===== src/rtl/spw_ulight_nofifo_monitor_ctrl_if.sv =====
// spw_ulight_nofifo_monitor_ctrl_if: Avalon-MM slave bus plus level irq towards the Nios II
// master drives address/chipselect/write_n/writedata, slave returns readdata/irq
interface spw_ulight_nofifo_monitor_ctrl_if;
  logic [1:0]  address;
  logic        chipselect;
  logic        write_n;
  logic [31:0] writedata;
  logic [31:0] readdata;
  logic        irq;
  modport master(output address, chipselect, write_n, writedata, input readdata, irq);
  modport slave(input address, chipselect, write_n, writedata, output readdata, irq);
endinterface


===== src/rtl/spw_ulight_nofifo_monitor_ctrl.sv =====
// spw_ulight_nofifo_monitor_ctrl: synchronizes SpaceWire link status, captures edges, counts change cycles, raises irq
// clk/reset: sole clock, async active-high reset; in_port: raw status (async); bus: Avalon-MM slave + irq
// map: 0 DATA (RO), 1 IRQMASK (RW), 2 EDGECAP (W1C), 3 CHGCNT (any write clears)
module spw_ulight_nofifo_monitor_ctrl #(
  parameter int WIDTH = 14,
  parameter int CNT_W = 16
) (
  input  logic                          clk,
  input  logic                          reset,
  input  logic [WIDTH-1:0]              in_port,
  spw_ulight_nofifo_monitor_ctrl_if.slave bus
);
  logic [WIDTH-1:0] s1_q, s1_d, s2_q, s2_d, s3_q, s3_d;
  logic [WIDTH-1:0] mask_q, mask_d, ecap_q, ecap_d, chg, clr;
  logic [1:0]       prime_q, prime_d;
  logic             armed_q, armed_d, wr;
  logic [CNT_W-1:0] cnt_q, cnt_d;
  logic [31:0]      rdata_q, rdata_d;
  logic             unused_wdata;
  assign unused_wdata = ^bus.writedata[31:WIDTH];
  assign bus.readdata = rdata_q;
  assign bus.irq = |(ecap_q & mask_q);
  always_comb begin
    wr = bus.chipselect & ~bus.write_n;
    s1_d = in_port;
    s2_d = s1_q;
    s3_d = s2_q;
    prime_d = (&prime_q) ? prime_q : prime_q + 2'd1;
    // arm on the third clock after release so the synchronizer fill is never seen as a change
    armed_d = armed_q | (&prime_d);
    chg = (s2_q ^ s3_q) & {WIDTH{armed_q}};
    clr = (wr && bus.address == 2'd2) ? bus.writedata[WIDTH-1:0] : '0;
    mask_d = (wr && bus.address == 2'd1) ? bus.writedata[WIDTH-1:0] : mask_q;
    ecap_d = (ecap_q & ~clr) | chg;
    cnt_d = (wr && bus.address == 2'd3) ? CNT_W'(|chg) :
            (|chg && !(&cnt_q)) ? cnt_q + CNT_W'(1) : cnt_q;
    rdata_d = bus.address == 2'd0 ? 32'(s2_q) :
              bus.address == 2'd1 ? 32'(mask_q) :
              bus.address == 2'd2 ? 32'(ecap_q) : 32'(cnt_q);
  end
  always_ff @(posedge clk or posedge reset) begin
    if (reset) begin
      s1_q <= '0;
      s2_q <= '0;
      s3_q <= '0;
      prime_q <= '0;
      armed_q <= 1'b0;
      mask_q <= '0;
      ecap_q <= '0;
      cnt_q <= '0;
      rdata_q <= '0;
    end else begin
      s1_q <= s1_d;
      s2_q <= s2_d;
      s3_q <= s3_d;
      prime_q <= prime_d;
      armed_q <= armed_d;
      mask_q <= mask_d;
      ecap_q <= ecap_d;
      cnt_q <= cnt_d;
      rdata_q <= rdata_d;
    end
  end
endmodule


===== src/flat_wrapper.sv =====
// flat-port wrapper written by rule: the top's interface ports become plain ports
module spw_ulight_nofifo_monitor_ctrl_flat 
#(
  parameter int WIDTH = 14,
  parameter int CNT_W = 16
)
  (clk, reset, in_port, bus_address, bus_chipselect, bus_write_n, bus_writedata, bus_readdata, bus_irq);
  spw_ulight_nofifo_monitor_ctrl_if bus_i ();
  input  logic clk;
  input  logic reset;
  input  logic [WIDTH-1:0] in_port;
  input wire logic [$bits(bus_i.address)-1:0] bus_address;
  input wire logic [$bits(bus_i.chipselect)-1:0] bus_chipselect;
  input wire logic [$bits(bus_i.write_n)-1:0] bus_write_n;
  input wire logic [$bits(bus_i.writedata)-1:0] bus_writedata;
  output wire logic [$bits(bus_i.readdata)-1:0] bus_readdata;
  output wire logic [$bits(bus_i.irq)-1:0] bus_irq;
  assign bus_i.address = bus_address;
  assign bus_i.chipselect = bus_chipselect;
  assign bus_i.write_n = bus_write_n;
  assign bus_i.writedata = bus_writedata;
  assign bus_readdata = bus_i.readdata;
  assign bus_irq = bus_i.irq;
  spw_ulight_nofifo_monitor_ctrl #(.WIDTH(WIDTH), .CNT_W(CNT_W)) u_core (.clk(clk), .reset(reset), .in_port(in_port), .bus(bus_i));
endmodule

===== config.mk =====
export PLATFORM = sky130hd
export DESIGN_NAME = spw_ulight_nofifo_monitor_ctrl_flat
export DESIGN_NICKNAME = d
export VERILOG_FILES = /design/src/rtl/spw_ulight_nofifo_monitor_ctrl_if.sv /design/src/rtl/spw_ulight_nofifo_monitor_ctrl.sv /design/src/flat_wrapper.sv
export SDC_FILE = /design/constraint.sdc
export NUM_CORES = 1
export LEC_CHECK = 0
export ABC_AREA = 1
export CAP_MARGIN = 20
export CORE_ASPECT_RATIO = 1.1
export CORE_UTILIZATION = 56
export CTS_CLUSTER_DIAMETER = 50
export DETAILED_ROUTE_END_ITERATION = 12
export GPL_ROUTABILITY_DRIVEN = 1
export GPL_TIMING_DRIVEN = 0
export PLACE_DENSITY = 0.85
export SYNTH_ARGS = -nofsm -noshare
export SYNTH_HDL_FRONTEND = slang
export SYNTH_SLANG_ARGS = --single-unit

===== constraint.sdc =====
create_clock -name clk -period 6 [get_ports clk]
set_clock_uncertainty 0.05 [all_clocks]
set_input_delay 1.2 -clock clk [delete_from_list [all_inputs] [get_ports clk]]
set_output_delay 1.2 -clock clk [all_outputs]
set_load 0.05 [all_outputs]

==> summary.md <==
| Metric | Value |
|---|---|
| Syn Inst Count | `501` |
| Number of remaining DRC errors | `0` |
| Final Max Tran Viols | `0` |
| Synthesis-stage register bit count | `105` |
| Most frequent cells in the layout | `105 x nand2_1, 105 x dfrtp_1, 77 x nor2_1` |
| Share of cells above drive strength 1 | `0.0876` |
| Lkg Pwr | `2.54 nW` |
| Post-Layout Cell Count | `690` |
| Pre-Repair DR Iteration Count | `8` |
| Clk sinks | `105` |
| Total Wirelength | `9750 um` |
| Flop pwr share | `0.529` |
| Antenna violations before repair | `0` |
| Required time of the critical path | `4.75 ns` |
| Worst setup path class | `reg -> out` |
| PD cells | `291 nW/um^2` |
| Global-route wire length before repair | `15800 um` |
| Peak Freq | `286 MHz` |
| P_sw | `0.000525 W` |
| Number of synthesis warnings | `0` |
| Post-CTS Resized | `0` |
| Placed insts | `674` |
| Die Span X | `87.9 um` |
| WL/cell | `14.1 um` |
| Int Power | `0.00106 W` |
| Final hold violation count | `0` |
| Vias in the first global route | `3488` |
| Netlist Area Pre-Place | `4550 sq um` |
| Largest net degree at the start of global routing | `71` |
| Die ar. | `8480 sq um` |
| Post-DRT Antenna Nets | `0` |
| Worst Hold Class | `reg -> reg` |
| CTS tree | `built` |
| Post-synth top area share | `0.578` |
| Crit Path Max Fanout | `3` |
| Final worst-path cycle share | `0.582` |
| Synth cell types | `31` |
| RD Place Congestion | `0.892` |
| Diodes inserted | `0` |
| GRT Util Overall | `0.251` |
| Max Cap Violations | `0` |
| # IOs | `85` |
| Unrepaired setup endpoints after global routing | `no` |
| DR vias | `3595` |
| Syn avg cell area | `9.07 sq um` |
| Area grow syn2layout | `20.0%` |
| Port Buffers | `49` |
| Area after DPL | `5260 sq um` |
| Setup tns final | `0 ns` |
| Arrival time at the worst endpoint | `2.24 ns` |
| # Post-CTS Setup Buffers | `0` |
| Initial Util | `0.578` |
| Largest area contributor in the netlist | `dfrtp_1` |
| Max Root-Sink Buffers | `2` |
| Slew Limit Headroom | `0.652` |
| Via density | `5.21` |
| Status | `completed` |
| Final min period | `3.49 ns` |
| Combinational power share | `0.201` |
| Worst Tran Pin Value | `0.521 ns` |
| H-tree level count | `3` |
| Site Rows | `34` |
| DP HPWL | `7230 um` |
| Grt total ovfl | `0` |
| Clock root buffer master | `clkbuf_8` |
| Startpoint Class | `flop` |
| Die span in y | `96.5 um` |
| Peak supply drop | `0.236 mV` |
| Cts hold-fix bufs | `0` |
| Design Area, Final | `5450 sq um` |
| Setup crit end kind | `primary output` |
| Sequential area share after synthesis | `0.578` |
| Initial DRC count | `273` |
| Main area contributors after synthesis | `dfrtp_1 58%, nand2_1 8.7%, nor2_1 6.4%, o21ai_0 4.6%, nand3_1 4.0%` |
| Sw frac | `0.330` |
| Clock power share | `0.269` |
| # setup viols final | `0` |
| CORE AREA | `7870 sq um` |
| Clk_lat worst skew | `0.37 ns` |
| CTS clk-pin slew, worst paths | `0.11 ns` |
| Layout Nets | `630` |
| CTS Buf Count | `9` |
## synthesized netlist by cell type
cell,instances
clkbuf_1,11
nand3_1,36
o21ai_0,42
nor3_2,1
nand3_2,1
nor3_4,1
xor2_1,8
a221oi_1,2
buf_6,2
or2_2,2
inv_1,29
nor2_1,77
nand4_1,6
nor3b_1,2
inv_2,3
buf_4,16
nor3_1,2
nand2_4,2
nand2_8,1
a22o_1,5
buf_2,2
nand2_2,2
ha_1,1
a211oi_1,1
conb_1,1
o21ai_1,8
dfrtp_1,105
nor2_4,1
nand2_1,105
a21oi_1,15
o31ai_1,11
## through the flow
stage	setup WS, ns	hold slack [ns]	power, W	utilization
final	2.51	0.308	0.00159	0.693
after global routing	2.48	0.323	0.00166	0.693
after CTS	2.50	0.312	0.00159	0.693
after detailed placement	2.79	0.285	0.00117	0.668
after global placement	0.717	0.281	0.00116	0.664
after floorplan	1.99	0.281	0.00106	-
## path summary, 6_finish.rpt
path | startpoint | endpoint | slack, ns | cells after the start
max | u_core.ecap_q[6] | bus_irq | 2.51 | 4
max reg2reg | u_core.cnt_q[0] | u_core.cnt_q[3] | 3.95 | 11
min in group asynchronous | reset | u_core.s1_q[13] | 1.12 | 2
max in group asynchronous | reset | u_core.bus.readdata[11] | 4.11 | 3
min reg2reg | u_core.s1_q[0] | u_core.s2_q[0] | 0.31 | 0
min | u_core.s1_q[0] | u_core.s2_q[0] | 0.31 | 0
## final cells by class
type / count / area [sq um]
clock buffer: 10 / 128
clock inverter: 6 / 67.6
buffer: 31 / 194
fill: 615 / 2420
multi-input combinational: 348 / 1660
sequential: 105 / 2630
inverter: 32 / 123
tap: 108 / 135
timing repair buffer: 50 / 518
## cell families after synthesis
kind of cell,Yosys count,synth area share
AND/OR/NAND/NOR,239,0.229
flip-flops,105,0.578
AO/OA/AOI/OAI,84,0.105
buffers and inverters,63,0.0691
XOR/XNOR,8,0.0154
adder cells (fa/ha/maj),1,0.00275
other,1,0.000825
## per-layer routing
metal | share of wire | global-route usage | up-vias
met1 | 0.39 | 0.300 | 1681
met2 | 0.53 | 0.455 | 133
met4 | 0.018 | 0.0751 | 0
met3 | 0.054 | 0.0544 | 24
li1 | - | - | 1757
met5 | 0 | 0 | -
## sequential cells by signal (all words and copies together), names as in the netlist
register,count
u_core.armed_q,1
u_core.bus.readdata,16
u_core.cnt_q,16
u_core.ecap_q,14
u_core.mask_q,14
u_core.prime_q,2
u_core.s1_q,14
u_core.s2_q,14
u_core.s3_q,14
## power groups by stage
| stage | sequential (W) | combinational (W) | clock [W] |
|---|---|---|---|
| floorplan | 0.000890 | 0.000174 | 0 |
| global placement | 0.000848 | 0.000308 | 0 |
| detailed placement | 0.000852 | 0.000320 | 0 |
| CTS | 0.000839 | 0.000322 | 0.000432 |
| global route | 0.000850 | 0.000353 | 0.000460 |
| finish | 0.000841 | 0.000320 | 0.000427 |
## critical path, stage by stage (launching register included)
cell and delay (ns):
dfrtp_1 0.42, a22o_1 0.24, a221oi_1 0.29, nand3_1 0.19, clkdlybuf4s50_1 0.74
No activity file was read; power rests on OpenSTA's default activity.
